## config.mk

```make
export PLATFORM = sky130hd
export DESIGN_NAME = dcache_load_align
export DESIGN_NICKNAME = d
export VERILOG_FILES = /design/src/rtl/dcache_load_align_pkg.sv /design/src/rtl/dcache_load_align_extend.sv /design/src/rtl/dcache_load_align.sv
export SDC_FILE = /design/constraint.sdc
export NUM_CORES = 1
export LEC_CHECK = 0
export ABC_AREA = 0
export CORE_UTILIZATION = 43
export DETAILED_ROUTE_END_ITERATION = 8
export PLACE_DENSITY = 0.85
export REMOVE_ABC_BUFFERS = 1
export SYNTH_ARGS = -nofsm -noshare
export SYNTH_HDL_FRONTEND = slang
export SYNTH_SLANG_ARGS = --single-unit
```

## constraint.sdc

```tcl
create_clock -name clk -period 2.7 [get_ports clk]
set_input_delay 0.54 -clock clk [delete_from_list [all_inputs] [get_ports clk]]
set_output_delay 0.54 -clock clk [all_outputs]
set_load 0.02 [all_outputs]
```

## src/rtl/dcache_load_align_pkg.sv

```systemverilog
// Shared CPU definitions for the MEM-stage load path: the LoadType descriptor
// and the size encodings shared by the store byte-enable logic and load alignment.
package CPU_Defines;

    typedef struct packed {
        logic       ReadMem;
        logic       sign;
        logic [1:0] size;
    } LoadType;

    localparam logic [1:0] LOADTYPE_LW = 2'b00;
    localparam logic [1:0] LOADTYPE_LH = 2'b01;
    localparam logic [1:0] LOADTYPE_LB = 2'b10;

endpackage

```

## src/rtl/dcache_load_align_extend.sv

```systemverilog
// Combinational lane select and sign/zero extension for a 32-bit load word.
// Shared with the uncached load path, so it carries no state of its own.
module load_extend
    import CPU_Defines::*;
(
    input  logic [31:0] rdata,
    input  logic [1:0]  offset,
    input  logic [1:0]  size,
    input  logic        sign,
    output logic [31:0] result
);

    logic [15:0] halfLane;
    logic [7:0]  byteLane;

    // Lane mapping matches the store byte-enables: offset[0] is ignored for halves.
    always_comb begin
        halfLane = offset[1] ? rdata[31:16] : rdata[15:0];
        case (offset)
            2'd0:    byteLane = rdata[7:0];
            2'd1:    byteLane = rdata[15:8];
            2'd2:    byteLane = rdata[23:16];
            default: byteLane = rdata[31:24];
        endcase
    end

    always_comb begin
        result = '0;
        case (size)
            LOADTYPE_LW: result = rdata;
            LOADTYPE_LH: result = {{16{sign & halfLane[15]}}, halfLane};
            LOADTYPE_LB: result = {{24{sign & byteLane[7]}}, byteLane};
            default:     result = '0;
        endcase
    end

endmodule

```

## src/rtl/dcache_load_align.sv

```systemverilog
// MEM-stage load return: tracks one outstanding cached load, aligns and extends
// the returned word, holds it for WB, and discards responses of flushed loads.
module dcache_load_align
    import CPU_Defines::*;
(
    input  logic        clk,
    input  logic        rst,
    input  logic [31:0] MEM_ALUOut,
    input  LoadType     MEM_LoadType,
    input  logic        req_fire,
    input  logic        flush,
    input  logic        cache_data_ok,
    input  logic [31:0] cache_rdata,
    input  logic        wb_ready,
    output logic        load_valid,
    output logic [31:0] load_data,
    output logic        load_busy
);

    typedef enum logic [1:0] {IDLE, WAIT, DONE, DROP} stateT;

    stateT       state;
    stateT       nextState;
    logic        captureReq;
    logic        captureData;
    logic [1:0]  offsetReg;
    logic [1:0]  sizeReg;
    logic        signReg;
    logic [31:0] extended;
    logic        unusedInputs;

    assign unusedInputs = ^{MEM_ALUOut[31:2], MEM_LoadType.ReadMem};

    always_ff @(posedge clk or posedge rst) begin
        if (rst) begin
            state <= IDLE;
        end else begin
            state <= nextState;
        end
    end

    // A flush always wins: a response still pending is routed to DROP so it
    // cannot be mistaken for the next load's data.
    always_comb begin
        nextState   = state;
        captureReq  = 1'b0;
        captureData = 1'b0;
        case (state)
            IDLE: begin
                if (req_fire && flush) begin
                    nextState = DROP;
                end else if (req_fire) begin
                    nextState  = WAIT;
                    captureReq = 1'b1;
                end
            end
            WAIT: begin
                if (cache_data_ok && flush) begin
                    nextState = IDLE;
                end else if (flush) begin
                    nextState = DROP;
                end else if (cache_data_ok) begin
                    nextState   = DONE;
                    captureData = 1'b1;
                end
            end
            DONE: begin
                if (flush) begin
                    nextState = IDLE;
                end else if (wb_ready && req_fire) begin
                    nextState  = WAIT;
                    captureReq = 1'b1;
                end else if (wb_ready) begin
                    nextState = IDLE;
                end
            end
            DROP: begin
                if (cache_data_ok) begin
                    nextState = IDLE;
                end
            end
            default: nextState = IDLE;
        endcase
    end

    always_ff @(posedge clk or posedge rst) begin
        if (rst) begin
            offsetReg <= '0;
            sizeReg   <= '0;
            signReg   <= 1'b0;
        end else if (captureReq) begin
            offsetReg <= MEM_ALUOut[1:0];
            sizeReg   <= MEM_LoadType.size;
            signReg   <= MEM_LoadType.sign;
        end
    end

    load_extend extendUnit (
        .rdata  (cache_rdata),
        .offset (offsetReg),
        .size   (sizeReg),
        .sign   (signReg),
        .result (extended)
    );

    always_ff @(posedge clk or posedge rst) begin
        if (rst) begin
            load_data <= '0;
        end else if (captureData) begin
            load_data <= extended;
        end
    end

    assign load_valid = (state == DONE);
    assign load_busy  = (state == WAIT) || (state == DROP);

endmodule

```

After elaboration in Yosys (flattened, before gate mapping)

Index checks and enable logic that the tools add are counted.

Bits of input ports: 74
Word-level logic and storage cells: 48
Flip-flop bits (word level): 39

Bitwise operators: 2
Mux-type cells: 22
Reduce and logical (&&, ||, !) cells: 8
Equal/unequal tests: 11

Operators with widths:

| kind                 | number |
|---|---|
| $pmux W32 S3         | 1 |
| $pmux W8 S3          | 1 |
| $mux W2              | 9 |
| $mux W16             | 1 |
| $eq A2 B2 Y1 const B | 4 |
| $mux W1              | 8 |
| $pmux W2 S4          | 1 |
| $eq A2 B1 Y1 const B | 3 |
| $logic_not A2 Y1     | 3 |
| $ne A4 B3 Y1 const B | 1 |
| $ne A4 B4 Y1 const B | 1 |
| $reduce_and A4 Y1    | 1 |
| $logic_and A1 B1 Y1  | 3 |
| $ne A3 B3 Y1 const B | 1 |
| $and A1 B1 Y1        | 2 |
| $ne A2 B2 Y1 const B | 1 |
| $pmux W1 S2          | 1 |
| $logic_or A1 B1 Y1   | 1 |

Depth between registers and ports, before layout

Gate-level depths: netlist of the first run.

Depth after elaboration: 4
Mapped depth: 6

By module

From an unflattened synthesis of the first run, not the netlist that was laid out.

Cells, all modules: 192
Area, all modules: 2,496.1 sq um

By module, submodules not included:

| module            | cells an instance | instances | area each (sq um) |
|---|---|---|---|
| dcache_load_align | 96                | 1         | 1,677.9 |
| load_extend       | 96                | 1         | 818.3 |

Worst setup path after synthesis of the first run

OpenSTA, ideal clock, no wires.

Path type: input -> register
Start: in flush
End: reg load_data[17]
Setup slack: 1,064 ps
Data arrival time: 1,499 ps
Required time: 2,563 ps
Cell stages on the path: 6
Library setup time: 137 ps
Path through: nor2_1 and3_1 clkbuf_1 buf_2 buf_2 a31oi_2

Word-level cells in the longest chain between the ends: 3
Elaborated cells between the ends (all ways): 4
Those cells by class: mux (3); reduce/logical (1)

RTL lines:

| what                                                  | line                                             | RTL |
|---|---|---|
| from (decl)                                           | dcache_load_align.sv:11                          | `input logic flush,` |
| $mux W1 / $logic_and A1 B1 Y1 (equally long branches) | dcache_load_align.sv:60, dcache_load_align.sv:58 |  |
| $mux W1 *                                             | dcache_load_align.sv:58                          | `if (cache_data_ok && flush) begin` |
| $mux W1 *                                             | dcache_load_align.sv:48                          | `case (state)` |
| to (signal assigned)                                  | dcache_load_align.sv:110                         | `load_data <= extended;` |
| to (decl)                                             | dcache_load_align.sv:16                          | `output logic [31:0] load_data,` |

Mark *: on every way between the ends. The rest lies on a longest branch, timed or not.
A chain may end at the register's enable or synchronous reset.

Final worst setup path of the first run

Start: reg offsetReg[1]
End: reg load_data[25]

Word-level cells in the longest chain between the ends: 4
Elaborated cells between the ends (all ways): 8
Those cells by class: eq/ne (2); mux (3); bitwise (2); reduce/logical (1)

RTL lines:

| what                                 | line                           | RTL |
|---|---|---|
| from (decl)                          | dcache_load_align.sv:26        | `logic [1:0] offsetReg;` |
| from (signal assigned)               | dcache_load_align.sv:92        | `offsetReg <= MEM_ALUOut[1:0];` |
| $eq A2 B2 Y1 (tied with other cells) | dcache_load_align_extend.sv:19 | `case (offset)` |
| $pmux W8 S3                          | dcache_load_align_extend.sv:19 |  |
| $and A1 B1 Y1                        | dcache_load_align_extend.sv:32 | `LOADTYPE_LB: result = {{24{sign & byteLane[7]}}, byteLane};` |
| $pmux W32 S3 *                       | dcache_load_align_extend.sv:29 | `case (size)` |

Marked as above.

==> results of run 1 <==
## per-stage QoR
stage | power [mW] | worst slack [ns]
floorplan | 2.14 | 0.480
global placement | 2.88 | 0.419
detailed placement | 2.92 | 0.375
CTS | 3.31 | 0.511
global route | 3.51 | 0.346
finish | 3.31 | 0.524
## power by group
part	internal (mW)	leakage [nW]	switching (mW)
logic	0.876	0.787	0.922
registers	0.865	0.465	0.263
clock network	0.181	0.0422	0.202
## registers in the layout, indices dropped and copies added (netlist names)
register	cells
load_data	32
offsetReg	2
sizeReg	2
state	2
signReg	1
## kinds of logic (layout without fill, tap and decap cells)
group	after synthesis	count (layout)	synth area share [%]
DFF	39	39	45.6
xor gates and xnor gates	1	1	0.409
muxes	23	23	11.1
AOI/OAI and AO/OA	53	53	18.2
buffers and inverters	20	94	4.62
and+or+nand+nor	90	90	20.1
## critical path, cell delays in order (launching register included)
cell and delay, ns:
dfrtp_1 0.74, mux2i_1 0.39, a211oi_2 0.12, nor2_2 0.61
a31oi_2 0.17
## cell usage after synthesis, drive strengths merged, types with 2 or more instances
| cell | n |
|---|---|
| a21oi | 17 |
| a31oi | 16 |
| buf | 10 |
| clkbuf | 6 |
| dfrtp | 39 |
| inv | 4 |
| mux2 | 5 |
| mux2i | 18 |
| nand2 | 27 |
| nand2b | 2 |
| nand3 | 9 |
| nor2 | 37 |
| nor2b | 3 |
| o21bai | 2 |
| o22ai | 10 |
| o31ai | 2 |
| or3 | 7 |
## path summary, 6_finish.rpt
check | cells after the start | slack, ns | to | from
setup / recovery | 4 | 0.52 | load_data[25]$_DFFE_PP0P_ | offsetReg[1]$_DFFE_PP0P_
hold / removal | 2 | 0.50 | load_data[8]$_DFFE_PP0P_ | load_data[8]$_DFFE_PP0P_
setup reg to reg | 4 | 0.52 | load_data[25]$_DFFE_PP0P_ | offsetReg[1]$_DFFE_PP0P_
hold reg to reg | 2 | 0.50 | load_data[8]$_DFFE_PP0P_ | load_data[8]$_DFFE_PP0P_
max in group asynchronous | 3 | 1.70 | offsetReg[0]$_DFFE_PP0P_ | rst
min in group asynchronous | 3 | 0.66 | load_data[2]$_DFFE_PP0P_ | rst
## metal layers
| layer | GRT usage (%) | part of all wire (%) | wire length, um | up-vias |
|---|---|---|---|---|
| met5 | 0 | 0 | 0 | - |
| met4 | 9.80 | 1.9 | 103 | 0 |
| met3 | 4.86 | 5.4 | 303 | 10 |
| met2 | 36.6 | 49 | 2710 | 81 |
| met1 | 28.7 | 44 | 2440 | 914 |
| li1 | - | - | - | 942 |
## cell type report
class                   instances  area [um2]  area share, %
multi-input cells             167        1060           35.2
flip-flops and latches         39         976           32.2
repair buffers                 82         806           26.6
well taps                      67        83.8           2.77
clock buffers                   7        76.3           2.52
inverters                       4        15.0          0.496
clock inverters                 1        5.00          0.165
==> run summary, run 1 <==
Final TNS setup - 0 ns
Post-Route WL - 5.57 mm
WL per Instance - 15.2 um
largest net degree at the start of global routing - 40
Fmax achieved - 460 MHz
HP Class - register to register
EDFF count, synth - 0
DR DRC count - 0
P_leak - 1.29 nW
# H-tree levels - 2
min Tclk post-route - 2.18 ns
Core Region - 4750 um2
first-pass GRT wire length - 8.82 mm
total number of vias - 1947
clock latency on the worst-skew pair - 0.30 ns
commonest non-fill, non-tap cell in the layout - clkdlybuf4s50_1
placed instance area - 2950 um2
Die Y - 72.5 um
Post-synth ARST share - 100%
boundary pin count - 108
Synth Instances - 226
Ys Warns - 0
Required @ worst endpoint - 2.84 ns
VDD IR-drop max - 0.481 mV
die outline area - 5260 um2
Via density - 5.31
Initial Util - 45.0%
PostCTS Resize Cnt - 0
cts hold-fix bufs - 0
Yosys top cell area share - 45.6%
Tcrit/Tclk final - 80.6%
max_cap viols - 0
Pre-Repair DR Iteration Count - 4
global-route usage over all layers - 22.4%
mapped cell area - 2140 um2
Pwr per Cell Area - 1090 nW/um2
critical path peak fanout - 14
slew margin rel. - 50.6%
clock-pin slew on the worst setup and hold paths - 0.07 ns
Starting DRT DRC Count - 137
startpoint types - register
post-DP HPWL - 4.08 mm
Overflow after GRT - 0
Yosys top cell by area - dfrtp_1
# rows - 25
nets@finish - 373
crit path DAT - 2.32 ns
Util after Layout - 63.7%
Setup Skew - 0.00873 ns
Num CTS Buffers - 5
fin cells - 367
Placed Cells - 359
worst hold margin - 0.498 ns
Final Hold Fails - 0
vias in the first global route - 1805
sequential share of the synthesized area - 45.6%
RSZ-0062 raised after global routing - no
#FFs+latches synth - 39
synth top area cells - dfrtp_1, mux2i_1, nor2_1
syn_area_per_cell - 9.47 um2
Cell variety after synth - 34
area grow syn2layout - 41.5%
# setup viols final - 0
Post-CTS Setup Bufs - 0
fin area - 3030 um2
CTS Sinks - 39
post-route ant nets - 0
routability cong. - 0.871
ANT cells - 0
Slew Viols, Final - 0
Max Buffers Root-to-Sink - 2
commonest cells after routing, fill and taps aside - clkdlybuf4s50_1, dfrtp_1, nor2_1, nand2_1, mux2i_1
ys flop type - dfrtp_1
CTS tree - built
PortBufs - 76
die width - 72.5 um
status - completed
Setup Crit Path Kind - register to register
critical path endpoint category - register
fillers - 397
initial antenna violation count - 0
worst slew pin tran - 0.741 ns
clock root cell - clkbuf_8
share of layout cells above drive strength 1 - 11.0%
No activity file was read; power rests on OpenSTA's default activity.
==> run 2: changes to the inputs <==
- CORE_UTILIZATION: 43 -> 40
- PLACE_DENSITY: 0.85 -> 0.8
- clock period: 2.7 -> 2.3 ns (I/O delays scaled with it)
==> run summary, run 2 (synthesis results as in run 1) <==
status - completed
P_leak - 1.30 nW
slew margin rel. - 50.2%
first-pass GRT wire length - 8.20 mm
fin cells - 369
vias in the first global route - 1682
post-route ant nets - 0
share of layout cells above drive strength 1 - 11.4%
largest net degree at the start of global routing - 40
startpoint types - register
worst hold margin - 0.509 ns
fin area - 3050 um2
Util after Layout - 59.3%
Via density - 5.12
ANT cells - 0
placed instance area - 2970 um2
WP buf/inv - 1
HP Class - register to register
Num CTS Buffers - 5
CP max-delay cell - nor2_2
total number of vias - 1888
Core Region - 5140 um2
Tcrit/Tclk final - 85.8%
# H-tree levels - 2
Overflow after GRT - 0
clock root cell - clkbuf_8
initial antenna violation count - 0
# setup viols final - 0
Die Y - 75.1 um
CTS Sinks - 39
boundary pin count - 108
min Tclk post-route - 1.97 ns
Tot Pwr - 3.85 mW
Final WS setup - 0.326 ns
commonest non-fill, non-tap cell in the layout - clkdlybuf4s50_1
cts hold-fix bufs - 0
clock-pin slew on the worst setup and hold paths - 0.07 ns
register share of total power - 33.0%
max_cap viols - 0
worst slew pin tran - 0.747 ns
Pwr per Cell Area - 1270 nW/um2
VDD IR-drop max - 0.704 mV
Cell Chain, Critical Path - buf_4, nand2b_1, a211oi_2, nor2_2, a31oi_1
max reg flops - 32
clock latency on the worst-skew pair - 0.28 ns
global-route usage over all layers - 19.5%
nets@finish - 374
Placed Cells - 363
Starting DRT DRC Count - 123
Clock power frac - 10.9%
Post-Route WL - 5.30 mm
Setup Crit Path Kind - register to register
Max Buffers Root-to-Sink - 2
switching power - 1.60 mW
DR DRC count - 0
Final TNS setup - 0 ns
Pre-Repair DR Iteration Count - 4
routability cong. - 0.800
most flop-heavy register - load_data
Slew Viols, Final - 0
RSZ-0062 raised after global routing - no
die outline area - 5650 um2
# rows - 26
post-DP HPWL - 3.93 mm
CP peak stage delay - 0.61 ns
critical path peak fanout - 14
Setup Skew - 0.00728 ns
CTS tree - built
Fmax achieved - 507 MHz
Initial Util - 41.6%
switching fraction of total power - 41.4%
dpl ws - 0.0564 ns
WL per Instance - 14.3 um
die width - 75.1 um
crit path DAT - 2.11 ns
critical path endpoint category - register
Crit path max-delay family - simple AND/OR/NAND/NOR gates
Required @ worst endpoint - 2.43 ns
area grow syn2layout - 42.3%
Post-CTS Setup Bufs - 0
PostCTS Resize Cnt - 0
PortBufs - 76
commonest cells after routing, fill and taps aside - clkdlybuf4s50_1, dfrtp_1, nor2_1, nand2_1, mux2i_1
Internal - 2.26 mW
combinational share of power - 56.1%
Final Hold Fails - 0
run 2: worst paths after layout:
path | cells after the start | endpoint | slack [ns] | start
max | 5 | load_data[27]$_DFFE_PP0P_ | 0.33 | sizeReg[1]$_DFFE_PP0P_
min | 2 | load_data[8]$_DFFE_PP0P_ | 0.51 | load_data[8]$_DFFE_PP0P_
max reg2reg | 5 | load_data[27]$_DFFE_PP0P_ | 0.33 | sizeReg[1]$_DFFE_PP0P_
min reg2reg | 2 | load_data[8]$_DFFE_PP0P_ | 0.51 | load_data[8]$_DFFE_PP0P_
max in group asynchronous | 3 | load_data[21]$_DFFE_PP0P_ | 1.37 | rst
min in group asynchronous | 3 | sizeReg[0]$_DFFE_PP0P_ | 0.60 | rst
run 2: cell type report:
cell class / count / area, um2
Clock buffer: 5 / 68.8
Clock inverter: 1 / 7.51
Fill cell: 490 / 2090
Inverter: 4 / 15.0
Multi-Input combinational cell: 167 / 1060
Sequential cell: 39 / 976
Tap cell: 70 / 87.6
Timing Repair Buffer: 83 / 826
run 2: tightest hold or removal path: stages, from the launching register on:
cell	delay, ns
dfrtp_1	0.37
nand2_1	0.06
nand3_1	0.06
run 2: power by group through the flow:
| stage | clock [mW] | sequential [mW] | combinational, mW |
|---|---|---|---|
| 5_1_grt | 0.461 | 1.31 | 2.33 |
| 2_1_floorplan | 0 | 1.64 | 0.871 |
| 3_3_place_gp | 0 | 1.28 | 2.13 |
| 4_1_cts | 0.434 | 1.27 | 2.17 |
| 3_5_place_dp | 0 | 1.28 | 2.15 |
| 6_report | 0.420 | 1.27 | 2.16 |
run 2: routing by layer:
| layer | global-route usage (%) | up-vias | wire length (um) |
|---|---|---|---|
| li1 | - | 944 | - |
| met3 | 2.68 | 9 | 203 |
| met1 | 26.6 | 879 | 2470 |
| met5 | 0 | - | 0 |
| met2 | 31.8 | 56 | 2530 |
| met4 | 7.20 | 0 | 88 |
==> run 3: changes to the inputs <==
- MAX_ROUTING_LAYER: default -> met4
==> run summary, run 3 (synthesis results as in run 1) <==
Setup Crit Path Kind - register to register
first-pass GRT wire length - 8.22 mm
Tot Pwr - 3.86 mW
Initial Util - 41.6%
Core Region - 5140 um2
clock-pin slew on the worst setup and hold paths - 0.07 ns
Num CTS Buffers - 5
largest net degree at the start of global routing - 40
# H-tree levels - 2
max reg flops - 32
routability cong. - 0.812
startpoint types - register
P_leak - 1.30 nW
nets@finish - 374
boundary pin count - 108
commonest non-fill, non-tap cell in the layout - clkdlybuf4s50_1
post-DP HPWL - 3.93 mm
Final TNS setup - 0 ns
area grow syn2layout - 42.3%
max_cap viols - 0
fillers - 490
min Tclk post-route - 1.98 ns
Pre-Repair DR Iteration Count - 4
crit path DAT - 2.11 ns
Cell Chain, Critical Path - buf_4, nand2b_1, a211oi_2, nor2_2, a31oi_1
CTS Sinks - 39
PortBufs - 76
share of layout cells above drive strength 1 - 11.4%
CTS tree - built
post-route ant nets - 0
CP peak stage delay - 0.61 ns
clock latency on the worst-skew pair - 0.28 ns
worst-case hold path end point - load_data[8]$_DFFE_PP0P_
critical path endpoint category - register
PostCTS Resize Cnt - 0
Final Hold Fails - 0
# setup viols final - 0
Setup Skew - 0.00677 ns
worst slew pin tran - 0.744 ns
R2R Setup Slk - 0.32 ns
most flop-heavy register - load_data
WP buf/inv - 1
Required @ worst endpoint - 2.43 ns
Starting DRT DRC Count - 133
Slew Viols, Final - 0
global-route usage over all layers - 20.2%
# rows - 26
critical path peak fanout - 14
CP max-delay cell - nor2_2
Crit path max-delay family - simple AND/OR/NAND/NOR gates
initial antenna violation count - 0
cts hold-fix bufs - 0
HP Class - register to register
die width - 75.1 um
ANT cells - 0
reg2reg path depth - 5
clock root cell - clkbuf_8
Max Buffers Root-to-Sink - 2
WL per Instance - 14.3 um
commonest cells after routing, fill and taps aside - clkdlybuf4s50_1, dfrtp_1, nor2_1, nand2_1, mux2i_1
Die Y - 75.1 um
HP Start - load_data[8]$_DFFE_PP0P_
VDD IR-drop max - 0.704 mV
Pwr per Cell Area - 1270 nW/um2
Overflow after GRT - 0
Post-CTS Setup Bufs - 0
Via density - 5.09
Util after Layout - 59.3%
Tcrit/Tclk final - 86.0%
RSZ-0062 raised after global routing - no
slew margin rel. - 50.4%
hold path cells - 2
Fmax achieved - 506 MHz
die outline area - 5650 um2
Post-Route WL - 5.27 mm
Crit Reg-Reg Startpoint - sizeReg[1]$_DFFE_PP0P_
status - completed
total number of vias - 1879
vias in the first global route - 1682
DR DRC count - 0
r2r endpoint - load_data[27]$_DFFE_PP0P_
-- run 3: cell counts in the layout (fill, tap and decap cells not counted) --
No cell type changed its count.
-- run 3: per-layer routing --
metal | GRT usage (%) | wire, um
met5 | - | 0
met4 | 7.20 | 82
met3 | 2.41 | 211
met2 | 31.8 | 2550
met1 | 27.1 | 2420
-- run 3: stage by stage --
stage | instances | setup WS (ns) | instance area, um2 | hold WS, ns
global placement | 363 | 0.0685 | 2970 | 0.490
detailed placement | 363 | 0.0564 | 2970 | 0.488
global route | 369 | 0.127 | 3050 | 0.518
floorplan | 210 | 0.160 | 2060 | 0.502
CTS | 369 | 0.322 | 3050 | 0.513
finish | 369 | 0.323 | 3050 | 0.509
-- run 3: worst max-delay path by stage --
stage	start	to	slack (ns)	cells past startpoint
CTS	sizeReg[1]$_DFFE_PP0P_	load_data[27]$_DFFE_PP0P_	0.32	5
finish	sizeReg[1]$_DFFE_PP0P_	load_data[27]$_DFFE_PP0P_	0.32	5
global placement	cache_rdata[23]	load_data[17]$_DFFE_PP0P_	0.07	5
global route	sizeReg[1]$_DFFE_PP0P_	load_data[30]$_DFFE_PP0P_	0.13	5
floorplan	flush	load_data[0]$_DFFE_PP0P_	0.16	4
detailed placement	cache_rdata[23]	load_data[27]$_DFFE_PP0P_	0.06	5
-- run 3: worst reg2reg max path, stage by stage (launching register included) --
cell      delay [ns]
dfrtp_1         0.52
buf_4           0.25
nand2b_1        0.16
a211oi_2        0.12
nor2_2          0.61
a31oi_1         0.17
-- run 3: area by class of cell --
class / count / area [um2] / area share, %
tap: 70 / 87.6 / 2.88
inverter: 4 / 15.0 / 0.493
sequential: 39 / 976 / 32.0
multi-input combinational: 167 / 1060 / 35.0
clock inverter: 1 / 7.51 / 0.247
clock buffer: 5 / 68.8 / 2.26
timing repair buffer: 83 / 826 / 27.1
-- run 3: where the power goes --
group          leakage (nW)  switching (mW)  internal, mW
combinational         0.795            1.11          1.04
clock                0.0361           0.222         0.201
sequential            0.465           0.259          1.02
total                  1.30            1.60          2.26
